### config.mk
export PLATFORM = sky130hd
export DESIGN_NAME = ram_loader
export DESIGN_NICKNAME = d
export VERILOG_FILES = /design/src/rtl/ram_loader_pkg.sv /design/src/rtl/ram_loader_uart_rx_byte.sv /design/src/rtl/ram_loader.sv
export SDC_FILE = /design/constraint.sdc
export NUM_CORES = 1
export LEC_CHECK = 0
export CORE_UTILIZATION = 63
export CTS_CLUSTER_DIAMETER = 30
export CTS_CLUSTER_SIZE = 40
export DETAILED_ROUTE_END_ITERATION = 6
export GPL_ROUTABILITY_DRIVEN = 0
export GPL_TIMING_DRIVEN = 1
export PLACE_DENSITY = 0.85
export SYNTH_ARGS = -nofsm -noshare
export SYNTH_HDL_FRONTEND = slang
export SYNTH_SLANG_ARGS = --single-unit
### constraint.sdc
create_clock -name clk -period 13.22 [get_ports clk]
set_input_delay 1.322 -clock clk [delete_from_list [all_inputs] [get_ports clk]]
set_output_delay 1.322 -clock clk [all_outputs]
set_load 0.02 [all_outputs]
### src/rtl/ram_loader_pkg.sv
// rtl/ram_loader_pkg.sv - shared FSM encodings, frame constants and helpers for ram_loader
package ram_loader_pkg;

    // Frame layout
    localparam logic [7:0] SYNC_BYTE  = 8'hA5;
    localparam int         ADDR_BYTES = 4;
    localparam int         LEN_BYTES  = 2;
    localparam int         WORD_BYTES = 4;

    // Loader FSM encoding
    typedef logic [2:0] ldr_state_t;
    localparam ldr_state_t ST_IDLE = 3'd0;
    localparam ldr_state_t ST_ADDR = 3'd1;
    localparam ldr_state_t ST_LEN  = 3'd2;
    localparam ldr_state_t ST_DATA = 3'd3;
    localparam ldr_state_t ST_CSUM = 3'd4;
    localparam ldr_state_t ST_DONE = 3'd5;

    // UART receiver FSM encoding
    typedef logic [1:0] rx_state_t;
    localparam rx_state_t RX_IDLE  = 2'd0;
    localparam rx_state_t RX_START = 2'd1;
    localparam rx_state_t RX_DATA  = 2'd2;
    localparam rx_state_t RX_STOP  = 2'd3;

    // Index of the final byte of a multi-byte field
    function automatic logic [1:0] field_last(input int nbytes);
        return 2'(nbytes - 1);
    endfunction

endpackage

### src/rtl/ram_loader_uart_rx_byte.sv
// rtl/ram_loader_uart_rx_byte.sv - 8N1 UART byte receiver with input synchronizer
module uart_rx_byte
    import ram_loader_pkg::*;
#(
    parameter int CLKS_PER_BIT = 104
) (
    input  logic       clk,
    input  logic       reset,
    input  logic       rx,
    output logic [7:0] byte_data,
    output logic       byte_valid,
    output logic       framing_err
);

    localparam logic [15:0] BIT_LAST  = 16'(CLKS_PER_BIT - 1);
    localparam logic [15:0] HALF_LAST = 16'(CLKS_PER_BIT / 2 - 1);

    logic        r_rx_meta;
    logic        r_rx_sync;
    logic        r_rx_prev;
    rx_state_t   r_state;
    logic [15:0] r_cnt;
    logic [2:0]  r_bit;
    logic [7:0]  r_shift;
    logic        r_valid;
    logic        r_ferr;

    // Two-flop synchronizer plus one delayed copy for falling-edge detection
    always_ff @(posedge clk or posedge reset) begin
        if (reset) begin
            r_rx_meta <= 1'b1;
            r_rx_sync <= 1'b1;
            r_rx_prev <= 1'b1;
        end else begin
            r_rx_meta <= rx;
            r_rx_sync <= r_rx_meta;
            r_rx_prev <= r_rx_sync;
        end
    end

    // Bit timing: confirm start at half bit, then sample every bit centre
    always_ff @(posedge clk or posedge reset) begin
        if (reset) begin
            r_state <= RX_IDLE;
            r_cnt   <= '0;
            r_bit   <= '0;
            r_shift <= '0;
            r_valid <= 1'b0;
            r_ferr  <= 1'b0;
        end else begin
            r_valid <= 1'b0;
            r_ferr  <= 1'b0;
            case (r_state)
                RX_IDLE: begin
                    if (r_rx_prev && !r_rx_sync) begin
                        r_state <= RX_START;
                        r_cnt   <= '0;
                    end
                end
                RX_START: begin
                    if (r_cnt == HALF_LAST) begin
                        r_cnt   <= '0;
                        r_bit   <= '0;
                        // A glitch that is already high again is not a start bit
                        r_state <= r_rx_sync ? RX_IDLE : RX_DATA;
                    end else begin
                        r_cnt <= r_cnt + 16'd1;
                    end
                end
                RX_DATA: begin
                    if (r_cnt == BIT_LAST) begin
                        r_cnt   <= '0;
                        r_shift <= {r_rx_sync, r_shift[7:1]};
                        r_bit   <= r_bit + 3'd1;
                        if (r_bit == 3'd7) begin
                            r_state <= RX_STOP;
                        end
                    end else begin
                        r_cnt <= r_cnt + 16'd1;
                    end
                end
                RX_STOP: begin
                    if (r_cnt == BIT_LAST) begin
                        r_cnt   <= '0;
                        r_state <= RX_IDLE;
                        if (r_rx_sync) begin
                            r_valid <= 1'b1;
                        end else begin
                            r_ferr  <= 1'b1;
                        end
                    end else begin
                        r_cnt <= r_cnt + 16'd1;
                    end
                end
                default: r_state <= RX_IDLE;
            endcase
        end
    end

    assign byte_data   = r_shift;
    assign byte_valid  = r_valid;
    assign framing_err = r_ferr;

endmodule

### src/rtl/ram_loader.sv
// rtl/ram_loader.sv - UART frame loader writing words to a RAM data port; LOADER_CHECKSUM_EN adds a checksum byte
module ram_loader
    import ram_loader_pkg::*;
#(
    parameter int CLKS_PER_BIT = 104
) (
    input  logic        clk,
    input  logic        reset,
    input  logic        rx,
    output logic [31:2] ram_addr,
    output logic [3:0]  ram_wstrb,
    output logic [31:0] ram_wdata,
    output logic        busy,
    output logic        done,
    output logic        err
);

`ifdef LOADER_CHECKSUM_EN
    localparam ldr_state_t ST_AFTER_DATA = ST_CSUM;
`else
    localparam ldr_state_t ST_AFTER_DATA = ST_DONE;
`endif

    logic [7:0]  w_byte_data;
    logic        w_byte_valid;
    logic        w_framing_err;
    logic [15:0] w_len;
    logic [31:0] w_word;
    logic        w_unused_addr_lsb;

    ldr_state_t  r_state;
    logic [1:0]  r_idx;
    logic [23:0] r_addr_sr;
    logic [7:0]  r_len_lo;
    logic [15:0] r_words_left;
    logic [23:0] r_word_sr;
    logic [29:0] r_word_addr;
    logic [29:0] r_ram_addr;
    logic [3:0]  r_wstrb;
    logic [31:0] r_wdata;
    logic        r_err;
`ifdef LOADER_CHECKSUM_EN
    logic [7:0]  r_csum;
`endif

    uart_rx_byte #(
        .CLKS_PER_BIT (CLKS_PER_BIT)
    ) u_rx (
        .clk         (clk),
        .reset       (reset),
        .rx          (rx),
        .byte_data   (w_byte_data),
        .byte_valid  (w_byte_valid),
        .framing_err (w_framing_err)
    );

    // Fields arrive little-endian, so the incoming byte is always the top one
    assign w_len             = {w_byte_data, r_len_lo};
    assign w_word            = {w_byte_data, r_word_sr};
    assign w_unused_addr_lsb = ^r_addr_sr[1:0];

    // Frame parser and RAM write sequencer
    always_ff @(posedge clk or posedge reset) begin
        if (reset) begin
            r_state      <= ST_IDLE;
            r_idx        <= '0;
            r_addr_sr    <= '0;
            r_len_lo     <= '0;
            r_words_left <= '0;
            r_word_sr    <= '0;
            r_word_addr  <= '0;
            r_ram_addr   <= '0;
            r_wstrb      <= '0;
            r_wdata      <= '0;
            r_err        <= 1'b0;
`ifdef LOADER_CHECKSUM_EN
            r_csum       <= '0;
`endif
        end else begin
            r_wstrb <= '0;
            case (r_state)
                ST_IDLE: begin
                    if (w_byte_valid && (w_byte_data == SYNC_BYTE)) begin
                        r_state <= ST_ADDR;
                        r_idx   <= '0;
                        r_err   <= 1'b0;
`ifdef LOADER_CHECKSUM_EN
                        r_csum  <= '0;
`endif
                    end
                end
                ST_ADDR: begin
                    if (w_byte_valid) begin
                        r_addr_sr <= {w_byte_data, r_addr_sr[23:8]};
                        r_idx     <= r_idx + 2'd1;
                        if (r_idx == field_last(ADDR_BYTES)) begin
                            // Byte offset bits are dropped; the RAM is word addressed
                            r_word_addr <= {w_byte_data, r_addr_sr[23:2]};
                            r_idx       <= '0;
                            r_state     <= ST_LEN;
                        end
                    end
                end
                ST_LEN: begin
                    if (w_byte_valid) begin
                        if (r_idx != field_last(LEN_BYTES)) begin
                            r_len_lo <= w_byte_data;
                            r_idx    <= r_idx + 2'd1;
                        end else begin
                            r_words_left <= w_len;
                            r_idx        <= '0;
                            r_state      <= (w_len == 16'd0) ? ST_AFTER_DATA : ST_DATA;
                        end
                    end
                end
                ST_DATA: begin
                    if (w_byte_valid) begin
`ifdef LOADER_CHECKSUM_EN
                        r_csum    <= r_csum ^ w_byte_data;
`endif
                        r_word_sr <= {w_byte_data, r_word_sr[23:8]};
                        r_idx     <= r_idx + 2'd1;
                        if (r_idx == field_last(WORD_BYTES)) begin
                            r_idx        <= '0;
                            r_wstrb      <= 4'hF;
                            r_ram_addr   <= r_word_addr;
                            r_wdata      <= w_word;
                            r_word_addr  <= r_word_addr + 30'd1;
                            r_words_left <= r_words_left - 16'd1;
                            if (r_words_left == 16'd1) begin
                                r_state <= ST_AFTER_DATA;
                            end
                        end
                    end
                end
`ifdef LOADER_CHECKSUM_EN
                ST_CSUM: begin
                    if (w_byte_valid) begin
                        if (w_byte_data != r_csum) begin
                            r_err <= 1'b1;
                        end
                        r_state <= ST_DONE;
                    end
                end
`endif
                ST_DONE: begin
                    r_state <= ST_IDLE;
                end
                default: r_state <= ST_IDLE;
            endcase
            // A bad stop bit abandons the frame wherever the parser is
            if (w_framing_err) begin
                r_err   <= 1'b1;
                r_idx   <= '0;
                r_state <= ST_IDLE;
            end
        end
    end

    assign ram_addr  = r_ram_addr;
    assign ram_wstrb = r_wstrb;
    assign ram_wdata = r_wdata;
    assign busy      = (r_state != ST_IDLE);
    assign done      = (r_state == ST_DONE);
    assign err       = r_err;

endmodule

=== After elaboration in Yosys (flattened, before gate mapping) ===
Cells that the tools add are included.
Widths: inputs -> output; s select.

* Output and inout bits: 69
* Register bits: 208

* Multiplexer cells: 54
* Reductions and logical operators: 27
* Add/subtract/negate cells: 5
* Equal/unequal tests: 34

{| class="wikitable"
|+ Operator list
! kind !! number
|-
| $mux 30 || 4
|-
| $mux 16 || 7
|-
| $pmux 30 s2 || 1
|-
| $pmux 16 s3 || 1
|-
| $mux 3 || 12
|-
| $pmux 16 s2 || 1
|-
| $add 30x1->30 const B || 1
|-
| $mux 2 || 12
|-
| $ne 2x1->1 const B || 9
|-
| $add 16x1->16 const B || 1
|-
| $eq 16x1->1 const B || 1
|-
| $eq 16x6->1 const B || 1
|-
| $eq 16x7->1 const B || 1
|-
| $logic_not 16->1 || 1
|-
| $sub 16x1->16 const B || 1
|-
| $ne 3x2->1 const B || 5
|-
| $reduce_and 5->1 || 3
|-
| $mux 4 || 3
|-
| $ne 3x1->1 const B || 4
|-
| $pmux 3 s4 || 1
|-
| $reduce_bool 2->1 || 5
|-
| $mux 1 || 9
|-
| $reduce_and 3->1 || 3
|-
| $eq 8x8->1 const B || 1
|-
| other kinds (21) || 32
|}

=== Longest topological paths before layout ===
Gate-level depths: netlist of the first run.

* Word-level depth: 6
* Depth in mapped cells: 9
* Gate-level depth less buffers: 7

=== Hierarchy ===
Synthesis of the first run repeated with hierarchy kept, for this count alone.

* Cell total of the unflattened synthesis: 962
* Area total of the unflattened synthesis: 9645.5 um^2

{| class="wikitable"
|+ Modules (own cells, without submodules)
! module !! times used !! cells each !! area each (um^2)
|-
| ram_loader || 1 || 805 || 7931.4
|-
| uart_rx_byte || 1 || 157 || 1714.1
|}

=== Worst setup path after synthesis of the first run ===
OpenSTA, ideal clock, no wires.

* Kind: flip-flop to output port
* From: reg r_state[1]
* To: out busy
* Stages on the path, launching flop included: 4
* Data required time: 11.898 ns
* Arrival: 1.173 ns
* Slack: 10.725 ns
* Cell sequence: dfrtp_1 -> clkbuf_1 -> clkbuf_1 -> or3_1

* Longest elaborated chain between the ends: 1

{| class="wikitable"
|+ Ends and longest elaborated chain
! element !! line !! source
|-
| start: declaration || ram_loader.sv:31 || <nowiki>ldr_state_t r_state;</nowiki>
|-
| start signal: assignment || ram_loader.sv:112 || <nowiki>r_state <= (w_len == 16'd0) ? ST_AFTER_DATA : ST_DATA;</nowiki>
|-
| $reduce_bool 3->1 || ram_loader.sv:163 || <nowiki>assign busy = (r_state != ST_IDLE);</nowiki>
|-
| end: declaration || ram_loader.sv:13 || <nowiki>output logic busy,</nowiki>
|}

Every way passes these cells.

=== Final worst setup path of the first run ===
* From: reg r_state[1]
* To: out done

* Longest elaborated chain between the ends: 1

{| class="wikitable"
|+ Ends and longest elaborated chain
! element !! line !! source
|-
| $eq 3x3->1 || ram_loader.sv:164 || <nowiki>assign done = (r_state == ST_DONE);</nowiki>
|-
| end: declaration || ram_loader.sv:14 || <nowiki>output logic done,</nowiki>
|}

Every way passes these cells.

==> results of run 1 <==
[through the flow]
step / area [µm²] / total power [W]
2_1_floorplan: 9440 / 0.000762
3_3_place_gp: 10200 / 0.000775
3_5_place_dp: 10200 / 0.000781
4_1_cts: 11400 / 0.00174
5_1_grt: 11400 / 0.00178
6_report: 11400 / 0.00173
[state kept, by name (all words and copies together) (netlist names), 16 cells and up, named ones only]
name          count
r_words_left     16
u_rx.r_cnt       16
r_addr_sr        22
ram_wdata        32
r_word_sr        24
r_word_addr      30
ram_addr         30
[power by group]
part / total, W / internal, W / switching [W]
sequential: 0.000638 / 0.000630 / 0.00000747
clock: 0.000957 / 0.000647 / 0.000310
combinational: 0.000135 / 0.0000402 / 0.0000949
total: 0.00173 / 0.00132 / 0.000412
[logic make-up (layout without fill, tap and decap cells)]
kind of cell | count (synthesis) | in the layout | synth area share [%]
flops | 203 | 203 | 53.8
buf+inv | 86 | 166 | 3.82
mux | 66 | 66 | 7.83
simple gates | 399 | 399 | 19.8
compound gates | 183 | 183 | 12.7
fa+ha+maj | 13 | 13 | 1.72
xor+xnor | 3 | 3 | 0.278
[cells in the mapped netlist, types with 6 or more instances]
| cell | instances | share of area (%) |
|---|---|---|
| nand4_1 | 12 | 0.79 |
| inv_1 | 24 | 0.95 |
| nor4_1 | 9 | 0.60 |
| mux2_2 | 63 | 7.5 |
| nor2_1 | 47 | 1.9 |
| a311oi_1 | 9 | 0.83 |
| o2bb2ai_1 | 6 | 0.56 |
| o21ai_0 | 37 | 2.0 |
| o22ai_1 | 14 | 0.93 |
| dfrtp_1 | 200 | 53 |
| a31oi_1 | 19 | 1.3 |
| and3_1 | 11 | 0.73 |
| a21oi_1 | 45 | 2.4 |
| ha_1 | 13 | 1.7 |
| a211oi_1 | 8 | 0.64 |
| or4_1 | 8 | 0.64 |
| nor3_1 | 14 | 0.74 |
| clkbuf_1 | 48 | 1.9 |
| or3_1 | 8 | 0.53 |
| buf_1 | 6 | 0.24 |
| nand3_1 | 28 | 1.5 |
| nand2_1 | 224 | 8.9 |
[area by class of cell]
type	instances	area (µm²)	share of cell area, %
flip-flops and latches	203	5080	44.4
repair buffers	78	763	6.67
clock inverters	20	282	2.46
clock buffers	43	978	8.55
inverters	25	101	0.886
multi-input cells	664	4000	35.0
well taps	184	230	2.01
[routing by layer]
layer	share of wire, %	GRT usage (%)	vias to the layer above
li1	-	-	3499
met1	40	41.1	3775
met2	48	46.9	437
met3	8.6	5.93	84
met4	3.6	15.6	0
met5	0	0	-
[worst reg2reg max path, delay by kind of cell, from the launching register on]
family	cells	cell delay [ns]
flip-flops	1	0.43
adder cells (fa/ha/maj)	1	0.26
buffers and inverters	3	1.51
AO/OA/AOI/OAI	1	0.23
AND/OR/NAND/NOR	3	0.72
[final timing paths]
check                                          from                     endpoint  slack (ns)  cells after the start
max                          r_state[1]$_DFFE_PP0P_                         done        9.55                      3
min                        u_rx.r_rx_meta$_DFF_PP1_     u_rx.r_rx_sync$_DFF_PP1_        0.36                      0
max reg2reg                    r_idx[0]$_DFFE_PP0P_  r_word_addr[19]$_DFFE_PP0P_        9.94                      8
min reg2reg                u_rx.r_rx_meta$_DFF_PP1_     u_rx.r_rx_sync$_DFF_PP1_        0.36                      0
max in group asynchronous                     reset   r_word_addr[6]$_DFFE_PP0P_       10.27                      3
min in group asynchronous                     reset    ram_wdata[27]$_DFFE_PP0P_        1.39                      2
[placed cells by master (no fill, tap or decap), drive strengths merged, types with 7 or more instances in the layout]
master and instances:
nand2 225, dfrtp 200, clkdlybuf4s50 71, mux2 63
nor2 47, a21oi 46, clkbuf 43, o21ai 38
inv 31, nand3 28, a31oi 19, nor3 14
o22ai 14, ha 13, nand4 12, and3 12
nor4 10, a311oi 9, or4 9, or3 9
a211oi 8, buf 7, and4 7
==> results_dict.tcl, run 1 <==
set metrics [dict create \
    area_delta_synth_final_pct 21.1 \
    clk_latency_ns 0.50 \
    h-tree-depth 2 \
    grt_overflow 0 \
    wl_per_cell_um 18.9 \
    finalSetupTns_ns 0 \
    clock-sinks 203 \
    grtUsageTotal_pct 30.4 \
    ys_seq_elements 203 \
    relSlewSlack_pct 27.2 \
    fin_hold_ws_ns 0.365 \
    min_period_ns 3.67 \
    syn-cell-area_mm2 0.00944 \
    coreArea_mm2 0.0146 \
    start_util_pct 64.7 \
    cts-resized-gates 0 \
    drv_cap 0 \
    ys_seq_area_share_pct 53.8 \
    drive_gt1_share_pct 14.8 \
    skew_ns 0.0164 \
    worstMarginPinSlew_ns 1.09 \
    fin_crit_sh_pct 27.8 \
    place_worst_setup_slack_ns 9.67 \
    slew_violations 0 \
    rsz0062_at_grt "no" \
    vdd_drop_max_mv 0.147 \
    grt_start_max_net_pins 122 \
    die_area_mm2 0.0155 \
    io_pins 72 \
    rows 44 \
    clk_pin_slew_worst_paths_ns 0.05 \
    hold_class "reg2reg" \
    cp.required_ns 11.90 \
    route.detailed.drc 0 \
    placedCellCount 1154 \
    cp_max_fo 20 \
    ctsLongestPathBuffers 3 \
    drtIter0Drc 749 \
    cts_setup_buffers 0 \
    fillers 876 \
    cts_tree "done" \
    start_kind "flop" \
    fmax_mhz 272 \
    critPathKind "reg2out" \
    critPathCaptureType "output port" \
    die_w_um 124 \
    synth_edf_count 0 \
    avgSynthCellArea_um2 9.91 \
    die_y_um 124 \
    port_buffers 71 \
    syn_inst 953 \
    grt_antenna_before_repair 0 \
    yosysUniqueCellTypes 74 \
    finalSetupViolations 0 \
    hold_viol_final 0 \
    vias 7795 \
    stdcell_count 1217 \
    diodes 0 \
    critical_path.max_stage_delay_ns 0.76 \
    clockRootBuffer "clkbuf_16" \
    drt-total-wl_um 23100 \
    via_per_inst 6.41 \
    synth_nets 969 \
    layout.nets 1024 \
    grt_pass1_vias 7484 \
    cts_buffers 36 \
    status "finished clean" \
    setup_ws_ns 9.55 \
    postSynth.asyncResetShare_pct 100 \
    hpwl_um 13200 \
    critPathTopFamily "buffers and inverters" \
    path_buf_inv 2 \
    ys.flop_type "dfrtp_1" \
    leakagePower_nw 5.46 \
    drtPass1Iterations 5 \
    ys.warnings.count 0 \
    fin_util_pct 78.4 \
    cp.arrival_ns 2.35 \
    ant_nets 0 \
    powerDensity_mw_per_mm2 151 \
    crit_slowest_cell "dfrtp_1" \
    grt_pass1_wl_um 38100 \
    cts-hold-fix-buffers 0 \
    crit_path_cell_trace "inv_1 > and3_1 > clkdlybuf4s50_1" \
]
(Power assumes the default switching activity.)
==> run 2: changes to the inputs <==
--- a/config.mk
+++ b/config.mk
@@ -5,13 +5,13 @@
 export SDC_FILE = /design/constraint.sdc
 export NUM_CORES = 1
 export LEC_CHECK = 0
-export CORE_UTILIZATION = 63
+export CORE_UTILIZATION = 59
 export CTS_CLUSTER_DIAMETER = 30
 export CTS_CLUSTER_SIZE = 40
 export DETAILED_ROUTE_END_ITERATION = 6
 export GPL_ROUTABILITY_DRIVEN = 0
 export GPL_TIMING_DRIVEN = 1
-export PLACE_DENSITY = 0.85
+export PLACE_DENSITY = 0.8
 export SYNTH_ARGS = -nofsm -noshare
 export SYNTH_HDL_FRONTEND = slang
 export SYNTH_SLANG_ARGS = --single-unit
==> constraint.sdc (replaced) <==
create_clock -name clk -period 3.4 [get_ports clk]
set_input_delay 0.34 -clock clk [delete_from_list [all_inputs] [get_ports clk]]
set_output_delay 0.34 -clock clk [all_outputs]
set_load 0.02 [all_outputs]
==> run 2 against run 1 <==
The run now ends with DRC left. Final cell count grew 3.6%. First-iteration DRC count rose by 3.2%. Largest cell class unchanged. Non-clock buffer count grew 7. Wire length fell by 0.73%. Sequential power rose to 3.9 times the previous value. Critical path depth did not move. Sequential share of layout area is 1.1 points lower. Flip-flop and latch count unchanged. Die area is 6.7% higher. Total power grew to 4.1 times the previous value.
==> results_dict.tcl, run 2 (same netlist as run 1, synthesis figures left out) <==
set metrics [dict create \
    critPathCaptureType "output port" \
    drt-total-wl_um 22900 \
    path_buf_inv 2 \
    finalSetupViolations 0 \
    drive_gt1_share_pct 16.3 \
    worstMarginPinSlew_ns 0.813 \
    coreArea_mm2 0.0154 \
    layout.nets 1035 \
    ctsLongestPathBuffers 3 \
    cts-resized-gates 0 \
    crit_slowest_cell "dfrtp_1" \
    hold_start "rx" \
    finalSetupTns_ns 0 \
    clockRootBuffer "clkbuf_16" \
    grtUsageTotal_pct 29.1 \
    p_int_w 0.00537 \
    clk_pin_slew_worst_paths_ns 0.06 \
    rr_startpoint "u_rx.r_cnt[0]$_DFFE_PP0N_" \
    p_comb_share_pct 7.6 \
    drv_cap 0 \
    hold_class "in2reg" \
    grt_antenna_before_repair 0 \
    relSlewSlack_pct 45.4 \
    drtPass1Iterations 7 \
    cp.arrival_ns 2.45 \
    rsz0062_at_grt "no" \
    cts_buffers 40 \
    via_per_inst 6.16 \
    drtIter0Drc 773 \
    status "complete, but fails checks" \
    ant_nets 0 \
    cp_max_fo 20 \
    die_y_um 129 \
    vdd_drop_max_mv 0.544 \
    powerDensity_mw_per_mm2 603 \
    rows 45 \
    cts-hold-fix-buffers 0 \
    grt_pass1_vias 7339 \
    pwr-share-seq_pct 35.1 \
    port_buffers 71 \
    violations "DRC" \
    grt_overflow 0 \
    hpwl_um 13200 \
    die_w_um 129 \
    wl_per_cell_um 18.2 \
    area_delta_synth_final_pct 24.2 \
    cp.required_ns 3.06 \
    fin_hold_ws_ns 0.226 \
    cts_tree "done" \
    min_period_ns 2.79 \
    skew_ns 0.0371 \
    grt_pass1_wl_um 37700 \
    grt_start_max_net_pins 73 \
    cts_setup_buffers 0 \
    critPathTopFamily "buffers and inverters" \
    holdPathEnd "u_rx.r_rx_meta$_DFF_PP1_" \
    critical_path.max_stage_delay_ns 0.80 \
    vias 7770 \
    crit_path_cell_trace "inv_1 > and3_1 > clkdlybuf4s50_1" \
    h-tree-depth 2 \
    fmax_mhz 359 \
    whs_path_depth 1 \
    largest_reg_flops 32 \
    power_switching_w 0.00171 \
    io_pins 72 \
    slew_violations 0 \
    route.detailed.drc 2 \
    start_util_pct 61.2 \
    fin_crit_sh_pct 82.0 \
    r2r_slack_ns 0.68 \
    clock-sinks 203 \
    clk_latency_ns 0.52 \
    final_common_cell "nand2_1" \
    hold_viol_final 0 \
    layout_common_cells "223 x nand2_1, 200 x dfrtp_1, 71 x clkdlybuf4s50_1" \
    r2r-end "u_rx.r_cnt[8]$_DFFE_PP0N_" \
    pwr-share-clk_pct 57.3 \
    critPathKind "reg2out" \
    switching_share_pct 24.1 \
    diodes 0 \
    start_kind "flop" \
    die_area_mm2 0.0165 \
    leakagePower_nw 5.58 \
    reg2reg_depth 6 \
]
## run 2: cell types whose count changed in the layout (fill, tap and decap cells not counted), moves of 2 or more
cell and change:
clkinvlp_4 +4, clkinv_2 +4, buf_4 +3, inv_6 -2, clkbuf_16 +5, buf_12 +4
## run 2: layout make-up
class / count / area (µm²)
Timing Repair Buffer: 85 / 866
Tap cell: 211 / 264
Clock inverter: 27 / 332
Clock buffer: 46 / 1090
Inverter: 25 / 97.6
Fill cell: 1032 / 3700
Multi-Input combinational cell: 664 / 4000
Sequential cell: 203 / 5080
## run 2: power groups by stage
stage / clock, W / sequential, W / combinational, W
after floorplan: 0 / 0.00251 / 0.000454
after global placement: 0 / 0.00251 / 0.000509
after detailed placement: 0 / 0.00252 / 0.000524
after CTS: 0.00409 / 0.00248 / 0.000534
after global routing: 0.00422 / 0.00248 / 0.000588
final: 0.00406 / 0.00248 / 0.000538
## run 2: how the worst max path moves through the flow
stage / end / startpoint / slack [ns] / depth (start not counted)
global route: u_rx.r_cnt[8]$_DFFE_PP0N_ / u_rx.r_cnt[0]$_DFFE_PP0N_ / 0.52 / 6
global placement: u_rx.r_cnt[8]$_DFFE_PP0N_ / u_rx.r_cnt[0]$_DFFE_PP0N_ / 0.84 / 6
detailed placement: u_rx.r_cnt[8]$_DFFE_PP0N_ / u_rx.r_cnt[0]$_DFFE_PP0N_ / 0.77 / 6
floorplan: asynchronous set/reset pin / reset / 0.43 / 1
CTS: done / r_state[1]$_DFFE_PP0P_ / 0.68 / 3
finish: done / r_state[1]$_DFFE_PP0P_ / 0.61 / 3
## run 2: stage by stage
step | std cells | total power, W | area [µm²] | util (%) | setup slack (ns)
5_1_grt | 1261 | 0.00729 | 11700 | 76.0 | 0.523
3_5_place_dp | 1188 | 0.00304 | 10300 | 66.9 | 0.770
4_1_cts | 1261 | 0.00710 | 11700 | 76.0 | 0.676
3_3_place_gp | 1188 | 0.00302 | 10300 | 66.9 | 0.845
6_report | 1261 | 0.00708 | 11700 | 76.0 | 0.612
2_1_floorplan | 953 | 0.00297 | 9450 | - | 0.432
## run 2: metal layers
layer / GRT usage (%) / share of wire (%) / vias up
met1: 40.0 / 42 / 3794
met3: 5.70 / 7.4 / 82
met2: 45.6 / 48 / 369
met4: 12.0 / 3.0 / 0
li1: - / - / 3525
met5: 0 / 0 / -
## run 2: worst register-to-register path: stages (launching register included)
cell,delay (ns)
dfrtp_1,0.41
ha_1,0.26
or4b_1,0.56
nor4_4,0.42
o21ai_2,0.36
and4_2,0.35
a221o_1,0.25
==> run 3: changes to the inputs <==
==> constraint.sdc (replaced) <==
create_clock -name clk -period 2.9 [get_ports clk]
set_input_delay 0.29 -clock clk [delete_from_list [all_inputs] [get_ports clk]]
set_output_delay 0.29 -clock clk [all_outputs]
set_load 0.02 [all_outputs]
==> run 3 against run 2 <==
The run now ends clean. Clock-buffer cell count increased by 7. Via count decreased by 0.14%. Wire length increased by 1.7%. Final area increased by 0.44%.
==> results_dict.tcl, run 3 (same netlist as run 1, synthesis figures left out) <==
set metrics [dict create \
    hpwl_um 14400 \
    cp.required_ns 2.61 \
    critical_path.max_stage_delay_ns 0.76 \
    placedCellCount 1202 \
    use_met1_pct 40.8 \
    stdcell_count 1275 \
    min_period_ns 2.69 \
    finalInstanceArea_mm2 0.0118 \
    reg2reg_depth 6 \
    grt_pass1_wl_um 38600 \
    h-tree-depth 2 \
    cp_max_fo 20 \
    vias 7759 \
    cp.arrival_ns 2.40 \
    layout.nets 1049 \
    grtUsageMet3_pct 6.11 \
    grt_pass1_vias 7547 \
    cts_setup_buffers 0 \
    route.detailed.drc 0 \
    vdd_drop_max_mv 0.604 \
    die_w_um 129 \
    start_util_pct 61.2 \
    rr_startpoint "u_rx.r_cnt[0]$_DFFE_PP0N_" \
    start_kind "flop" \
    leakagePower_nw 5.63 \
    grt_start_max_net_pins 55 \
    hold_class "in2reg" \
    setup.worst_path.start "r_state[1]$_DFFE_PP0P_" \
    layout_common_cells "223 x nand2_1, 200 x dfrtp_1, 71 x clkdlybuf4s50_1" \
    fmax_mhz 372 \
    slew_violations 0 \
    grt_antenna_before_repair 0 \
    port_buffers 71 \
    finalSetupViolations 0 \
    area_delta_synth_final_pct 24.8 \
    busiest_layer "met2" \
    status "finished clean" \
    post_dp_cell_area_mm2 0.0104 \
    cts_tree "done" \
    crit_path_cell_trace "inv_1 > and3_1 > clkdlybuf4s50_1" \
    drtIter0Drc 695 \
    crit_slowest_cell "dfrtp_1" \
    hold_viol_final 0 \
    clk_latency_ns 0.51 \
    clockRootBuffer "clkbuf_16" \
    wl_per_cell_um 18.3 \
    drtPass1Iterations 5 \
    hold_start "rx" \
    drive_gt1_share_pct 17.2 \
    whs_path_depth 1 \
    final_common_cell "nand2_1" \
    drt-total-wl_um 23300 \
    coreArea_mm2 0.0154 \
    ctsLongestPathBuffers 3 \
    cts-hold-fix-buffers 0 \
    critPathKind "reg2out" \
    skew_ns 0.0126 \
    cts-resized-gates 0 \
    grt_overflow 0 \
    grtUsageTotal_pct 29.8 \
    critPathCaptureType "output port" \
    largest_reg_flops 32 \
    worstMarginPinSlew_ns 0.977 \
    clock-sinks 203 \
    powerDensity_mw_per_mm2 689 \
    rsz0062_at_grt "no" \
    cts_buffers 40 \
    fin_hold_ws_ns 0.193 \
    die_area_mm2 0.0165 \
    via_per_inst 6.09 \
    relSlewSlack_pct 34.9 \
    global_route.usage.met2_pct 47.1 \
    drv_cap 0 \
    rows 45 \
    io_pins 72 \
    clk_pin_slew_worst_paths_ns 0.05 \
    diodes 0 \
    die_y_um 129 \
    fin_crit_sh_pct 92.7 \
    ant_nets 0 \
]
[run 3: per-layer routing]
metal,part of all wire [%],vias up
li1,-,3560
met1,42,3745
met2,47,386
met3,8.0,68
met4,2.7,0
met5,0,-
[run 3: critical path: cells and delay by family (launching register included)]
family        cells  cell delay, ns
buf+inv           2            0.84
flops             1            0.76
simple gates      1            0.28
[run 3: final timing paths]
path,to,slack [ns]
setup / recovery,done,0.21
hold / removal,u_rx.r_rx_meta$_DFF_PP1_,0.19
setup reg to reg,u_rx.r_cnt[8]$_DFFE_PP0N_,0.40
hold reg to reg,u_rx.r_rx_sync$_DFF_PP1_,0.35
max in group asynchronous,u_rx.r_rx_meta$_DFF_PP1_,1.92
min in group asynchronous,ram_wdata[20]$_DFFE_PP0P_,0.25
[run 3: area by class of cell]
class | instances | area, µm²
multi-input cells | 664 | 4000
well taps | 211 | 264
clock buffers | 53 | 1150
repair buffers | 99 | 971
fillers | 1028 | 3640
flip-flops and latches | 203 | 5080
clock inverters | 20 | 213
inverters | 25 | 97.6
[run 3: metrics by stage]
stage	util, %	TNS [ns]	setup WS, ns	power [W]
floorplan	-	-3.57	-0.0178	0.00348
global placement	67.5	0	0.517	0.00358
detailed placement	67.5	0	0.437	0.00360
CTS	76.4	0	0.234	0.00817
global route	76.4	0	0.143	0.00839
finish	76.4	0	0.212	0.00812
[run 3: power breakdown]
| group | total, W | internal [W] | switching, W |
|---|---|---|---|
| sequential | 0.00291 | 0.00287 | 0.0000349 |
| combinational | 0.000655 | 0.000219 | 0.000436 |
| clock | 0.00456 | 0.00306 | 0.00150 |
